$ cat src/rtl/rr_mux4_arbiter.sv
// Round-robin arbiter sharing a 4:1 N-bit mux among four requesters, with a registered valid/ready output stage.
// Define RR_FIXED_PRIO_EN to replace round-robin with fixed priority (requester 0 highest).
module rr_mux4_arbiter #(
  parameter int N = 4
) (
  input  logic         clk,
  input  logic         rst_n,
  input  logic [3:0]   req,
  input  logic [N-1:0] d0,
  input  logic [N-1:0] d1,
  input  logic [N-1:0] d2,
  input  logic [N-1:0] d3,
  output logic [3:0]   gnt,
  output logic [1:0]   sel,
  output logic [N-1:0] out,
  output logic         out_valid,
  input  logic         out_ready
);

  localparam logic [0:0] IDLE = 1'b0;
  localparam logic [0:0] FULL = 1'b1;

  logic [0:0]   state;
  logic [1:0]   win;
  logic         any;
  logic         load;
  logic [N-1:0] win_data;

  assign any       = |req;
  assign load      = (state == IDLE) || out_ready;
  assign out_valid = (state == FULL);
  assign gnt       = (rst_n && load && any) ? (4'b0001 << win) : 4'b0000;

`ifdef RR_FIXED_PRIO_EN
  always_comb begin
    // NOTE: every always_comb output gets a default first so no path leaves it unassigned (no latch).
    win = 2'd0;
    for (int i = 3; i >= 0; i--) begin
      if (req[i]) win = 2'(i);
    end
  end
`else
  logic [1:0] last;
  logic [1:0] base;
  logic [1:0] off;
  logic [6:0] req2;
  logic [3:0] rot;

  // Rotate req so the requester after 'last' lands at bit 0, then take the lowest set bit.
  always_comb begin
    base = last + 2'd1;
    req2 = {req[2:0], req};
    rot  = req2[base +: 4];
    off  = 2'd0;
    for (int j = 3; j >= 0; j--) begin
      if (rot[j]) off = 2'(j);
    end
    win = base + off;
  end

  always_ff @(posedge clk) begin
    if (!rst_n) begin
      last <= 2'd3;
    end else if (load && any) begin
      last <= win;
    end
  end
`endif

  always_comb begin
    win_data = d0;
    case (win)
      2'd0:    win_data = d0;
      2'd1:    win_data = d1;
      2'd2:    win_data = d2;
      default: win_data = d3;
    endcase
  end

  // Output stage: a refill in FULL with out_ready=1 consumes and captures at the same edge.
  always_ff @(posedge clk) begin
    // NOTE: sequential state uses non-blocking assignments so all registers update from pre-edge values.
    if (!rst_n) begin
      state <= IDLE;
      out   <= '0;
      sel   <= 2'd0;
    end else if (load) begin
      if (any) begin
        state <= FULL;
        out   <= win_data;
        sel   <= win;
      end else begin
        state <= IDLE;
      end
    end
  end

endmodule

$ cat config.mk
export PLATFORM = sky130hd
export DESIGN_NAME = rr_mux4_arbiter
export DESIGN_NICKNAME = d
export VERILOG_FILES = /design/src/rtl/rr_mux4_arbiter.sv
export SDC_FILE = /design/constraint.sdc
export NUM_CORES = 1
export LEC_CHECK = 0
export BUFFER_PORTS_ARGS = -buffer_cell sky130_fd_sc_hd__buf_2
export CAP_MARGIN = 10
export CORE_ASPECT_RATIO = 1.5
export CORE_MARGIN = 2
export CORE_UTILIZATION = 45
export CTS_CLUSTER_DIAMETER = 80
export DETAILED_ROUTE_END_ITERATION = 12
export PLACE_DENSITY = 0.74
export SYNTH_ARGS = -nofsm -noshare
export SYNTH_HDL_FRONTEND = slang
export SYNTH_SLANG_ARGS = --single-unit
$ cat constraint.sdc
create_clock -name clk -period 2.43 [get_ports clk]
set_clock_uncertainty 0.05 [all_clocks]
set_input_delay 0.1215 -clock clk [delete_from_list [all_inputs] [get_ports clk]]
set_output_delay 0.1215 -clock clk [all_outputs]
set_load 0.005 [all_outputs]
==> metrics.yaml, run 1 <==
status: "complete, no violations"
p_clk_share_pct: 7.5
hold_violations: 0
fin_crit_sh_pct: 93.8
cts.clk_slew.worst_paths_ns: 0.06
fin_ws_ns: 0.151
dp_slack_ns: -0.00209
die_h_um: 59.9
cp.arrival_ns: 2.11
synth-async-reset-ratio_pct: 0
criticalPathCategory: "flop to output pin"
synth_common_cells: "nand2_1 (30), nor2_1 (14), a32oi_1 (9), dfxtp_1 (9)"
synth_area_leaders: "dfxtp_1 (19%), nand2_1 (12%), a32oi_1 (8.4%), xnor2_4 (5.9%), nor2_1 (5.6%)"
worst_pin_slew_ns: 0.612
max_freq_mhz: 439
power_density_mw_per_mm2: 1280
final_nets: 187
grt_start_max_net_pins: 19
antenna_cells: 0
yosysTopAreaCell: "dfxtp_1"
power_frac_comb_pct: 76.8
slew_violations: 0
antenna_found_initial: 0
syn_to_final_growth_pct: 26.3
cts.htree.levels: 1
worstPathCellList: "nand2_1, o221ai_1, o21ai_1, nand2_1, ha_2, xnor2_4, xnor2_4, nand3_2, nand2_2, and3_1, buf_2"
dr.pass1.iters: 4
cts_buffer_depth: 2
clockRootBuffer: "clkbuf_4"
drt_iter0_markers: 28
synthesis.nets: 149
syn_area_per_cell_um2: 7.51
grt_pass1_wl_mm: 3.65
switching_share_pct: 48.4
crit_family: "simple AND/OR/NAND/NOR gates"
setup_tns_ns: 0
cts_tree: "built"
cp-start-kind: "flop"
rows: 20
syn_inst: 125
critPathMaxFanout: 7
drc: 0
die_x_um: 41.3
hold_buffers: 0
final-setup-viol-count: 0
slowest_stage: "dfxtp_2"
synth.distinct_cells: 41
synth_seq_cells: 9
pwr-share-seq_pct: 15.7
synth_flop_cell: "dfxtp_1"
start_util_pct: 46.9
hold_path_class: "input port to flop"
numPortBuffers: 33
place_hpwl_mm: 1.90
place.gp.congestion: 0.859
ant_nets: 0
synth-edff-count: 0
grt_pass1_vias: 972
detailroute.via_count: 1087
peakVddDrop_v: 0.000934
pin_count: 34
gr-usage-all-layers_pct: 20.7
synth_area_um2: 938
postRouteWirelength_mm: 2.44
numCtsBuffers: 3
avgViaCountPerCell: 5.91
nFillCells: 201
overflow: 0
synth_top_area_share_pct: 19.2
core_area_mm2: 0.00200
p_leak_nw: 0.541
rsz0062_at_grt: "yes"
wl_per_cell_um: 13.3
synth_most_common_cell: "nand2_1"
period_needed_ns: 2.28
drv_cap: 0
clk_latency_ns: 0.26
synth_seq_area_share_pct: 19.2
cp-end-kind: "output pin"
cp.required_ns: 2.26
clock-sinks: 9
crit_buf_inv: 1
power.switching_uw: 735
p_int_uw: 785
relSlewSlack_pct: 58.8
drive_above_1_share_pct: 34.6
yosysWarnings: 0
critPathMaxStageDelay_ns: 0.39
die-area_mm2: 0.00247
## state kept, by name, summed over array words and instances, names as in the netlist
signal,flops
last,2
out,4
out_valid,1
sel,2
## power by group through the flow
stage               registers [mW]  clock network [mW]  logic, mW
global placement             0.237                   0       1.02
CTS                          0.237               0.116       1.14
detailed placement           0.238                   0       1.04
global route                 0.242               0.125       1.30
finish                       0.239               0.114       1.17
floorplan                    0.232                   0      0.822
## worst register-to-register path, cell delays in order (launching register included)
cell and delay (ns):
dfxtp_2 0.39, nand2_1 0.07, o221ai_1 0.16, o21ai_1 0.09, nand2_1 0.08, ha_2 0.21
xnor2_4 0.18, xnor2_4 0.17, buf_4 0.20, nand2_1 0.06, a32oi_1 0.19, mux2i_1 0.13
o31ai_1 0.19
## layer usage
layer | vias up | wire length [µm] | global-route usage (%)
met4 | 0 | 35 | 7.37
li1 | 542 | - | -
met3 | 4 | 124 | 4.09
met2 | 37 | 1380 | 38.2
met1 | 504 | 903 | 21.2
met5 | - | 0 | 0
## cells in the final DEF (no fill, tap or decap), types with 2 or more instances in the layout
master,n
a21boi_1,4
o31ai_1,4
inv_1,2
nor3_1,4
a211oi_1,4
buf_4,7
nor2_1,14
mux2i_1,4
clkbuf_4,3
nand2_1,29
and3_1,2
nand2b_1,2
buf_2,33
a32oi_1,9
a21oi_1,4
xnor2_4,3
dfxtp_1,8
## cell families after synthesis
logic type                 Yosys count  synth area share, %
and+or+nand+nor                     61                 29.3
buffers and inverters               10                 7.07
AOI/OAI and AO/OA                   37                 31.2
muxes                                4                 4.27
DFF                                  9                 19.2
adders and majority gates            1                 1.33
xor gates and xnor gates             3                 7.60
## through the flow
step / area, µm² / util, % / power [mW] / cells / hold slack (ns)
2_1_floorplan: 938 / - / 1.05 / 125 / 0.160
3_3_place_gp: 1110 / 55.6 / 1.26 / 178 / 0.290
3_5_place_dp: 1110 / 55.6 / 1.28 / 178 / 0.293
4_1_cts: 1170 / 58.4 / 1.49 / 184 / 0.0279
5_1_grt: 1180 / 59.2 / 1.66 / 184 / 0.0446
6_report: 1180 / 59.2 / 1.52 / 184 / 0.0264
## worst paths after layout
check                 end  cells past startpoint  slack (ns)    start
setup / recovery   gnt[1]                     11        0.15  last[0]
hold / removal    last[0]                      2        0.03    rst_n
setup reg to reg   out[3]                     12        0.18  last[0]
hold reg to reg    out[3]                      2        0.40   out[3]
## cell type report
type                            count  area (µm²)  share of cell area (%)
Clock buffer                        4        26.3                    2.22
Inverter                            3        15.0                    1.27
Multi-Input combinational cell    106         717                    60.5
Tap cell                           22        27.5                    2.32
Sequential cell                     9         181                    15.3
Timing Repair Buffer               40         218                    18.4
## timing repair
action / 4_1_cts / 5_1_grt
setup endpoints to repair: 6 / 8
gates resized for setup: 3 / 5
pin swaps: 3 / 3
setup buffers: 2 / 0
Power figures use the tool's default switching activity.
==> inputs of run 2 (changes only) <==
--- a/config.mk
+++ b/config.mk
@@ -9,10 +9,10 @@
 export CAP_MARGIN = 10
 export CORE_ASPECT_RATIO = 1.5
 export CORE_MARGIN = 2
-export CORE_UTILIZATION = 45
+export CORE_UTILIZATION = 44
 export CTS_CLUSTER_DIAMETER = 80
 export DETAILED_ROUTE_END_ITERATION = 12
-export PLACE_DENSITY = 0.74
+export PLACE_DENSITY = 0.75
 export SYNTH_ARGS = -nofsm -noshare
 export SYNTH_HDL_FRONTEND = slang
 export SYNTH_SLANG_ARGS = --single-unit
==> constraint.sdc (replaced) <==
create_clock -name clk -period 2 [get_ports clk]
set_clock_uncertainty 0.05 [all_clocks]
set_input_delay 0.1 -clock clk [delete_from_list [all_inputs] [get_ports clk]]
set_output_delay 0.1 -clock clk [all_outputs]
set_load 0.005 [all_outputs]
==> metrics.yaml, run 2 (synthesis gave the netlist of run 1 again) <==
cp-end-kind: "flop"
p_clk_share_pct: 6.3
p_int_mw: 1.21
grt_pass1_vias: 1111
power_density_mw_per_mm2: 1630
reg_top3: "out: 4 flops, last: 2 flops, sel: 2 flops"
die-area_mm2: 0.00253
dr.pass1.iters: 4
drv_cap: 0
top_register: "out"
clock-sinks: 9
fin_crit_sh_pct: 118
gr-usage-all-layers_pct: 23.6
numPortBuffers: 33
worst_pin_slew_ns: 0.535
pin_count: 34
peakVddDrop_v: 0.00110
antenna_found_initial: 0
slew_violations: 0
finalPower_mw: 2.26
detailroute.via_count: 1196
power.switching_mw: 1.05
p_leak_nw: 0.632
switching_share_pct: 46.4
grt_pass1_wl_mm: 4.55
relSlewSlack_pct: 64.0
hold_violations: 0
avgViaCountPerCell: 6.07
hold_path_class: "input port to flop"
cts.clk_slew.worst_paths_ns: 0.06
hold_buffers: 0
power_frac_comb_pct: 80.7
overflow: 0
fin_ws_ns: -0.365
cts.htree.levels: 1
stdcell_area_mm2: 0.00139
nFillCells: 177
die_x_um: 41.7
final-setup-viol-count: 8
cts_tree: "built"
layout_common_cells: "buf_2 (33), nand2_1 (23), buf_4 (17)"
die_h_um: 60.6
status: "finished, violations left"
drive_above_1_share_pct: 45.7
wl_per_cell_um: 14.8
syn_to_final_growth_pct: 47.6
final_common_cell: "buf_2"
start_util_pct: 46.3
violations: "negative setup slack"
grt_start_max_net_pins: 19
cts_buffer_depth: 2
rows: 20
pwr-share-seq_pct: 13.0
place_hpwl_mm: 2.09
cp.arrival_ns: 2.49
place_area_mm2: 0.00121
numCtsBuffers: 3
cp-start-kind: "flop"
clk_latency_ns: 0.26
drc: 0
drt_iter0_markers: 38
final_nets: 200
core_area_mm2: 0.00203
criticalPathCategory: "flop to flop"
cp.required_ns: 2.13
antenna_cells: 0
max_freq_mhz: 423
critPathMaxFanout: 8
place.gp.congestion: 0.862
largest_reg_flops: 4
ant_nets: 0
setup_tns_ns: -2.20
clockRootBuffer: "clkbuf_4"
postRouteWirelength_mm: 2.91
period_needed_ns: 2.37
rsz0062_at_grt: "yes"
holdWs_ns: 0.0129
[run 2: changes by cell type in the layout (fill, tap and decap cells not counted), sizes merged]
cell      change
buf          +13
clkinvlp      -1
clkinv        +1
[run 2: final timing paths]
path / slack [ns] / end / start / cells past startpoint
worst max-delay path: -0.37 / out[0] / last[0] / 12
worst min-delay path: 0.01 / last[0] / rst_n / 2
worst max register to register: -0.37 / out[0] / last[0] / 12
worst min register to register: 0.41 / sel[1] / sel[1] / 2
[run 2: metrics by stage]
stage,worst slack [ns],instances,utilization [%]
after floorplan,-0.110,125,-
after global placement,-0.287,187,59.5
after detailed placement,-0.308,187,59.5
after CTS,-0.278,196,65.2
after global routing,-0.481,197,68.3
final,-0.365,197,68.3
[run 2: area by class of cell]
type                       count  area (µm²)  area share, %
timing repair buffer          53         335           24.2
inverter                       3        11.3          0.813
tap                           22        27.5           1.99
clock buffer                   4        26.3           1.90
multi-input combinational    106         801           57.8
sequential                     9         184           13.3
[run 2: metal layers]
metal	GRT usage, %	wire length (µm)
met1	22.4	1040
met2	45.8	1630
met3	4.76	140
met5	0	0
met4	15.7	95
[run 2: timing repair]
item	in CTS	in global routing
cloned	0	0
resized for setup	12	11
buffers inserted	5	1
setup endpoints to repair	10	9
endpoints found under the hold margin	0	0
pin swaps	6	16
[run 2: critical path, cell delays in order, from the launching register on]
cell and delay [ns]:
dfxtp_4 0.37, buf_4 0.16, a21oi_4 0.12, nand2_2 0.07, ha_4 0.18, xnor2_4 0.29, xnor2_4 0.18, buf_6 0.16
buf_4 0.12, nand2_1 0.05, a32oi_1 0.20, mux2i_1 0.10, o31ai_1 0.21
[run 2: power by group through the flow]
stage | combinational (mW) | clock, mW | sequential [mW]
finish | 1.82 | 0.143 | 0.293
global route | 1.96 | 0.157 | 0.301
CTS | 1.67 | 0.148 | 0.289
detailed placement | 1.40 | 0 | 0.287
global placement | 1.36 | 0 | 0.285
floorplan | 1.03 | 0 | 0.282
